### src/rtl/mem_arbiter_if.sv
// Bus bundle between the two RAM requesters (CPU port C, host port H),
// the arbiter and the single-write / single-read data RAM.
interface mem_arbiter_if #(
  parameter int ADDR_W = 16,
  parameter int DATA_W = 16
);
  // Port C (CPU load/store path)
  logic              c_req;
  logic              c_we;
  logic [ADDR_W-1:0] c_addr;
  logic [DATA_W-1:0] c_wdata;
  logic              c_gnt;
  logic              c_rvalid;
  logic [DATA_W-1:0] c_rdata;

  // Port H (host/debug loader)
  logic              h_req;
  logic              h_we;
  logic              h_lock;
  logic [ADDR_W-1:0] h_addr;
  logic [DATA_W-1:0] h_wdata;
  logic              h_gnt;
  logic              h_rvalid;
  logic [DATA_W-1:0] h_rdata;

  // RAM side
  logic              ram_we;
  logic [ADDR_W-1:0] ram_waddr;
  logic [DATA_W-1:0] ram_wdata;
  logic [ADDR_W-1:0] ram_raddr;
  logic [DATA_W-1:0] ram_rdata;

  // Arbiter view: requests and RAM read data come in, grants and RAM controls go out
  modport slave (
    input  c_req, c_we, c_addr, c_wdata,
    input  h_req, h_we, h_lock, h_addr, h_wdata,
    input  ram_rdata,
    output c_gnt, c_rvalid, c_rdata,
    output h_gnt, h_rvalid, h_rdata,
    output ram_we, ram_waddr, ram_wdata, ram_raddr
  );

  // Requester/RAM-model view: the mirror image of the arbiter
  modport master (
    output c_req, c_we, c_addr, c_wdata,
    output h_req, h_we, h_lock, h_addr, h_wdata,
    output ram_rdata,
    input  c_gnt, c_rvalid, c_rdata,
    input  h_gnt, h_rvalid, h_rdata,
    input  ram_we, ram_waddr, ram_wdata, ram_raddr
  );
endinterface

### src/rtl/mem_arbiter.sv
// Two-port arbiter for the CPU data RAM. Grants at most one access per cycle
// (round-robin or host-priority), supports host bus locking for atomic bursts,
// and tags the one-cycle-late read data with the port that issued the load.
module mem_arbiter #(
  parameter int ADDR_W        = 16,
  parameter int DATA_W        = 16,
  parameter int HOST_PRIORITY = 0
) (
  input  logic          clk,
  input  logic          rst,
  mem_arbiter_if.slave  bus
);

  // Last winner (0 = C, 1 = H); resets to H so C wins the first conflict
  logic r_last;
  logic r_locked;
  logic r_rdC;
  logic r_rdH;

  logic              w_cGnt;
  logic              w_hGnt;
  logic              w_winWe;
  logic [ADDR_W-1:0] w_winAddr;
  logic [DATA_W-1:0] w_winWdata;

  // Grant decision: lock first, then lone requester, then priority / round-robin.
  // Grants are held off while reset is asserted so the RAM sees no access.
  always_comb begin
    w_cGnt = 1'b0;
    w_hGnt = 1'b0;
    if (!rst) begin
      if (r_locked && bus.h_req) begin
        w_hGnt = 1'b1;
      end else if (bus.c_req && !bus.h_req) begin
        w_cGnt = 1'b1;
      end else if (!bus.c_req && bus.h_req) begin
        w_hGnt = 1'b1;
      end else if (bus.c_req && bus.h_req) begin
        if (HOST_PRIORITY != 0) begin
          w_hGnt = 1'b1;
        end else if (r_last) begin
          w_cGnt = 1'b1;
        end else begin
          w_hGnt = 1'b1;
        end
      end
    end
  end

  // Route the winner's fields to the RAM; everything is zero with no grant
  always_comb begin
    w_winWe    = 1'b0;
    w_winAddr  = '0;
    w_winWdata = '0;
    if (w_cGnt) begin
      w_winWe    = bus.c_we;
      w_winAddr  = bus.c_addr;
      w_winWdata = bus.c_wdata;
    end else if (w_hGnt) begin
      w_winWe    = bus.h_we;
      w_winAddr  = bus.h_addr;
      w_winWdata = bus.h_wdata;
    end
  end

  // Arbitration state: winner pointer, host lock and per-port read tags
  always_ff @(posedge clk or posedge rst) begin
    if (rst) begin
      r_last   <= 1'b1;
      r_locked <= 1'b0;
      r_rdC    <= 1'b0;
      r_rdH    <= 1'b0;
    end else begin
      if (w_cGnt) begin
        r_last <= 1'b0;
      end else if (w_hGnt) begin
        r_last <= 1'b1;
      end

      if (!bus.h_req) begin
        r_locked <= 1'b0;
      end else if (w_hGnt) begin
        r_locked <= bus.h_lock;
      end

      r_rdC <= w_cGnt && !bus.c_we;
      r_rdH <= w_hGnt && !bus.h_we;
    end
  end

  assign bus.c_gnt     = w_cGnt;
  assign bus.h_gnt     = w_hGnt;
  assign bus.ram_we    = w_winWe;
  assign bus.ram_waddr = w_winAddr;
  assign bus.ram_wdata = w_winWdata;
  assign bus.ram_raddr = w_winAddr;
  assign bus.c_rvalid  = r_rdC;
  assign bus.h_rvalid  = r_rdH;
  assign bus.c_rdata   = bus.ram_rdata;
  assign bus.h_rdata   = bus.ram_rdata;

endmodule

### src/flat_wrapper.sv
// flat-port wrapper written by rule: the top's interface ports become plain ports
module mem_arbiter_flat 
#(
  parameter int ADDR_W        = 16,
  parameter int DATA_W        = 16,
  parameter int HOST_PRIORITY = 0
)
  (clk, rst, bus_c_req, bus_c_we, bus_c_addr, bus_c_wdata, bus_h_req, bus_h_we, bus_h_lock, bus_h_addr, bus_h_wdata, bus_ram_rdata, bus_c_gnt, bus_c_rvalid, bus_c_rdata, bus_h_gnt, bus_h_rvalid, bus_h_rdata, bus_ram_we, bus_ram_waddr, bus_ram_wdata, bus_ram_raddr);
  mem_arbiter_if #(.ADDR_W(ADDR_W), .DATA_W(DATA_W)) bus_i ();
  input  logic clk;
  input  logic rst;
  input wire logic [$bits(bus_i.c_req)-1:0] bus_c_req;
  input wire logic [$bits(bus_i.c_we)-1:0] bus_c_we;
  input wire logic [$bits(bus_i.c_addr)-1:0] bus_c_addr;
  input wire logic [$bits(bus_i.c_wdata)-1:0] bus_c_wdata;
  input wire logic [$bits(bus_i.h_req)-1:0] bus_h_req;
  input wire logic [$bits(bus_i.h_we)-1:0] bus_h_we;
  input wire logic [$bits(bus_i.h_lock)-1:0] bus_h_lock;
  input wire logic [$bits(bus_i.h_addr)-1:0] bus_h_addr;
  input wire logic [$bits(bus_i.h_wdata)-1:0] bus_h_wdata;
  input wire logic [$bits(bus_i.ram_rdata)-1:0] bus_ram_rdata;
  output wire logic [$bits(bus_i.c_gnt)-1:0] bus_c_gnt;
  output wire logic [$bits(bus_i.c_rvalid)-1:0] bus_c_rvalid;
  output wire logic [$bits(bus_i.c_rdata)-1:0] bus_c_rdata;
  output wire logic [$bits(bus_i.h_gnt)-1:0] bus_h_gnt;
  output wire logic [$bits(bus_i.h_rvalid)-1:0] bus_h_rvalid;
  output wire logic [$bits(bus_i.h_rdata)-1:0] bus_h_rdata;
  output wire logic [$bits(bus_i.ram_we)-1:0] bus_ram_we;
  output wire logic [$bits(bus_i.ram_waddr)-1:0] bus_ram_waddr;
  output wire logic [$bits(bus_i.ram_wdata)-1:0] bus_ram_wdata;
  output wire logic [$bits(bus_i.ram_raddr)-1:0] bus_ram_raddr;
  assign bus_i.c_req = bus_c_req;
  assign bus_i.c_we = bus_c_we;
  assign bus_i.c_addr = bus_c_addr;
  assign bus_i.c_wdata = bus_c_wdata;
  assign bus_i.h_req = bus_h_req;
  assign bus_i.h_we = bus_h_we;
  assign bus_i.h_lock = bus_h_lock;
  assign bus_i.h_addr = bus_h_addr;
  assign bus_i.h_wdata = bus_h_wdata;
  assign bus_i.ram_rdata = bus_ram_rdata;
  assign bus_c_gnt = bus_i.c_gnt;
  assign bus_c_rvalid = bus_i.c_rvalid;
  assign bus_c_rdata = bus_i.c_rdata;
  assign bus_h_gnt = bus_i.h_gnt;
  assign bus_h_rvalid = bus_i.h_rvalid;
  assign bus_h_rdata = bus_i.h_rdata;
  assign bus_ram_we = bus_i.ram_we;
  assign bus_ram_waddr = bus_i.ram_waddr;
  assign bus_ram_wdata = bus_i.ram_wdata;
  assign bus_ram_raddr = bus_i.ram_raddr;
  mem_arbiter #(.ADDR_W(ADDR_W), .DATA_W(DATA_W), .HOST_PRIORITY(HOST_PRIORITY)) u_core (.clk(clk), .rst(rst), .bus(bus_i));
endmodule
### config.mk
export PLATFORM = sky130hd
export DESIGN_NAME = mem_arbiter_flat
export DESIGN_NICKNAME = d
export VERILOG_FILES = /design/src/rtl/mem_arbiter_if.sv /design/src/rtl/mem_arbiter.sv /design/src/flat_wrapper.sv
export SDC_FILE = /design/constraint.sdc
export NUM_CORES = 1
export LEC_CHECK = 0
export CORE_MARGIN = 1
export CORE_UTILIZATION = 18
export DETAILED_ROUTE_END_ITERATION = 10
export GPL_TIMING_DRIVEN = 0
export PLACE_DENSITY = 0.87
export SETUP_SLACK_MARGIN = 0.02
export SYNTH_ARGS = -nofsm -noshare
export SYNTH_HDL_FRONTEND = slang
export SYNTH_SLANG_ARGS = --single-unit
### constraint.sdc
create_clock -name clk -period 1.7 [get_ports clk]
set_input_delay 0.34 -clock clk [delete_from_list [all_inputs] [get_ports clk]]
set_output_delay 0.34 -clock clk [all_outputs]
set_load 0.005 [all_outputs]
; Yosys cells after proc, flatten, opt, wreduce, memory -nomap -nowiden
; Cells that the tools add are included.
[op_classes]
eq_ne = 1
muxes = 22
reduce_logical = 11
[ops]
columns = op, n
row1 = $mux 16, 4
row2 = $mux 1, 18
row3 = $logic_and 1x1->1, 6
row4 = $logic_not 1->1, 4
row5 = $ne 2x1->1 const B, 1
row6 = $reduce_bool 2->1, 1
[totals]
regBits = 4
elab_cells = 38
output_inout_bits = 85

; Depth between registers and ports, before layout
[depth]
ltp_word = 8
mapped_depth = 6
mapped_depth_nobuf = 3

; Worst setup path before layout
; No wires, ideal clock.
[synth_timing]
path_type = register to output
start = register u_core.r_last
end = output bus_ram_waddr[10]
n_path_buf = 3
t_arrival_ps = 1452
stages_incl_launch_ff = 7
setup_slack_ps = -92
cell_sequence = dfstp_2 > nand2b_4 > o211a_1 > buf_4 > buf_6 > a22o_1 > buf_4
[synth_via]
elab_chain_cells = 8
word_cells_on_any_way = 14
cone_classes = mux (14)
[synth_lines]
columns = item, line
row1 = start: declaration, mem_arbiter.sv:15  ; logic r_last;
row2 = start signal: assignment, mem_arbiter.sv:69  ; r_last <= 1'b1;
row3 = start signal: assignment, mem_arbiter.sv:75  ; r_last <= 1'b0;
row4 = start signal: assignment, mem_arbiter.sv:77  ; r_last <= 1'b1;
row5 = $mux 1, mem_arbiter.sv:41  ; end else if (r_last) begin
row6 = $mux 1, mem_arbiter.sv:38  ; end else if (bus.c_req && bus.h_req) begin
row7 = $mux 1, mem_arbiter.sv:36  ; end else if (!bus.c_req && bus.h_req) begin
row8 = $mux 1, mem_arbiter.sv:34  ; end else if (bus.c_req && !bus.h_req) begin
row9 = $mux 1, mem_arbiter.sv:32  ; if (r_locked && bus.h_req) begin
row10 = $mux 1, mem_arbiter.sv:31  ; if (!rst) begin
row11 = $mux 16, mem_arbiter.sv:59  ; end else if (w_hGnt) begin
row12 = $mux 16 *, mem_arbiter.sv:55  ; if (w_cGnt) begin
row13 = end: declaration, flat_wrapper.sv:29  ; output wire logic [$bits(bus_i.ram_waddr)-1:0] bus_ram_waddr;
; Every way passes the cells marked *; elsewhere a longest branch is shown, timed or not.

; Worst setup path after layout
[layout_timing]
start = register u_core.r_last
end = output bus_ram_waddr[13]
; Same word-level chain as after synthesis.

==> key figures <==
Outcome
  • Status: finished with violations
  • Failing checks: negative setup slack

Power
  • Peak supply drop: 0.199 mV
  • Pwr Density: 386 mW/mm2
  • Leakage: 1.39 nW

Timing
  • Fmax: 0.471 GHz
  • Crit path time final: 2.12 ns
  • RSZ-0062 raised after global routing: yes
  • Hold Violations, Final: 0
  • Final setup violation count: 52
  • Setup ws final: -0.422 ns
  • Fin crit share: 125%
  • Rel. slew slack: 85.5%
  • Fin. max-slew vios: 0
  • Final Skew: 0.00342 ns
  • Min Hold Slack: 0.209 ns
  • Least-Margin Pin Slew: 0.217 ns

Cells and area
  • P&R area growth vs syn: 208%
  • Diodes inserted: 0
  • Final Non-Filler Cells: 353
  • NumNets Final: 374
  • Final Core Density: 58.5%
  • Fraction of layout cells with a size suffix above 1: 50.0%

Logic synthesis
  • Number of synthesized flops with an enable pin: 0
  • Netlist cell types: 15
  • Top post-synthesis cells by area: buf_4 40%, a22o_1 28%, dfrtp_1 8.2%
  • Syn nets: 189
  • Commonest cells post-synth: 49 x buf_4, 29 x a22o_1, 6 x buf_6, 4 x a22o_2, 3 x dfrtp_1
  • Asr flop ratio synth: 100%
  • Seq/Total Area, Yosys: 11.1%
  • Top-area cell type share of the netlist area: 40.2%
  • Synth Flop Type: dfrtp_1
  • Mapped Cells: 102
  • Area leader, netlist: buf_4
  • Synthesized area per cell: 8.97 um2
  • Seq cells post-synth: 4
  • Mapped Area: 915 um2
  • Most common cell in the netlist: buf_4
  • Yosys warning total: 0

Critical path
  • Critical Path RT: 1.36 ns
  • Max stage delay on crit path: 0.54 ns
  • Critical-path top delay cell: dfstp_2
  • Launch point of the worst reg-to-reg path: u_core.r_last
  • Critical Path End Type: output pin
  • Most used cell along the critical path: buf_6
  • Critical path startpoint category: flip-flop
  • WP buf/inv: 4
  • Setup slack, reg-to-reg: -0.06 ns
  • CP Max Fanout: 6
  • CP arrival: 1.78 ns
  • Kind of critical path: reg2out
  • Worst-case reg-to-reg path depth: 8
  • Critical path's top delay family: flip-flops
  • CP Cell Sequence: nand2b_4 -> o211a_1 -> buf_6 -> buf_6 -> a22o_1 -> buf_4 -> buf_6
  • Reg2Reg Capture Point: u_core.r_locked

CTS
  • TritonCTS clock tree: done
  • Clock buffer count from CTS: 3
  • Clk Tree Root Cell: clkbuf_8
  • CTS clk-pin slew, worst paths: 0.03 ns
  • CTS H-tree depth: 1
  • Max clock buf depth: 2
  • Clock sinks: 4
  • Worst-Skew Late Latency: 0.22 ns

GRT
  • Pin count of the biggest net entering global routing: 9
  • Total GRT Usage: 15.2%
  • First-pass GRT wire length: 6310 um
  • Vias in the first global route: 1424
  • Initial antenna violation count: 0
  • Total grt overflow: 0

Floorplanning
  • Die width: 73.3 um
  • Core Rows: 25
  • IO Count: 172
  • Die area: 0.00537 mm2
  • Core ar.: 0.00482 mm2
  • Die Ht: 73.3 um
  • Initial Util: 19.0%

Detailed routing
  • Vias: 1455
  • Post-Route WL: 4530 um
  • Via count normalized by instance count: 4.12
  • DRC: 0
  • First-pass iteration count of the detailed router: 4
  • Drt wl/cell: 12.8 um
  • Routed Antenna Nets: 0
  • Initial detailed-routing violation count: 13

Hold path
  • Hold/Removal Path Class: in2async

Placement
  • I/O Buffers: 155
  • GPL Wtd Cong: 0.682
  • Dpl cells: 324
  • Dpl hpwl: 3430 um

Flow run
  • Max_cap viols: 0
[metal layers]
layer	GRT usage, %	part of all wire [%]
met5	0	0
met4	3.27	0.18
met3	3.43	12
met2	32.1	56
met1	14.6	32
[worst register-to-register path, cell delays in order (launching register included)]
cell      delay [ns]
dfstp_2         0.54
nand2b_4        0.06
o211a_1         0.21
buf_6           0.14
buf_6           0.13
buf_8           0.13
buf_6           0.12
buf_6           0.10
a32o_1          0.20
[power by group]
group / internal (mW) / switching [mW]
Clock: 0.160 / 0.0482
Sequential: 0.106 / 0.00538
Combinational: 0.550 / 0.219
[flip-flops by register name, summed over array words and instances (netlist names)]
signal	cells
u_core.bus.c_rvalid	1
u_core.bus.h_rvalid	1
u_core.r_last	1
u_core.r_locked	1
[final cells by class]
| type | instances | area [um2] |
|---|---|---|
| Multi-Input combinational cell | 41 | 400 |
| Timing Repair Buffer | 181 | 1740 |
| Inverter | 2 | 7.51 |
| Tap cell | 67 | 83.8 |
| Buffer | 54 | 443 |
| Sequential cell | 4 | 101 |
| Clock buffer | 4 | 45.0 |
| Fill cell | 450 | 2000 |
[per-stage QoR]
step	power (mW)	TNS [ns]	cell area, um2	setup slack [ns]
final	1.09	-18.11	2820	-0.422
after global routing	1.15	-20.88	2820	-0.475
after CTS	1.11	-21.56	2850	-0.519
after detailed placement	0.812	-50.33	2550	-1.10
after global placement	0.801	-49.23	2550	-1.09
after floorplan	0.360	-0.672	918	-0.0560
[cells in the final DEF, fill, tap and decap left out]
cell type,synthesis,final
o211a_1,1,1
a22o_4,0,4
nor2_1,1,1
dfstp_2,1,1
buf_8,0,2
buf_4,49,54
inv_2,0,2
a22o_1,29,29
nor2b_1,1,1
clkbuf_1,0,1
clkbuf_8,0,3
and2b_1,1,1
buf_2,0,29
buf_6,6,41
dlygate4sd2_1,0,3
nand2b_4,1,1
a21oi_1,1,1
a211oi_4,1,1
clkdlybuf4s50_1,0,101
a32o_1,1,1
dfrtp_1,3,3
buf_12,0,5
[cell families after synthesis]
| group | after synthesis | synth area share [%] |
|---|---|---|
| flip-flops | 4 | 11.1 |
| AO/OA/AOI/OAI | 37 | 37.1 |
| AND/OR/NAND/NOR | 4 | 3.42 |
| buffers and inverters | 57 | 48.4 |
[worst max-delay path by stage]
stage	startpoint	to	slack, ns	cells after the start
floorplan	u_core.r_last	bus_ram_waddr[10]	-0.06	5
global placement	bus_h_req	bus_ram_waddr[7]	-1.09	6
detailed placement	bus_h_req	bus_ram_waddr[7]	-1.10	6
CTS	u_core.r_last	bus_ram_waddr[13]	-0.52	9
global route	u_core.r_last	bus_ram_waddr[13]	-0.47	7
finish	u_core.r_last	bus_ram_waddr[13]	-0.42	7
[timing repair]
action | CTS | global route
pin swaps | 28 | 22
endpoints found under the setup margin | 51 | 53
setup buffers | 25 | 2
gates resized for setup | 252 | 5
hold buffers | 0 | 0
gates cloned | 3 | 0
Power figures use the tool's default switching activity.
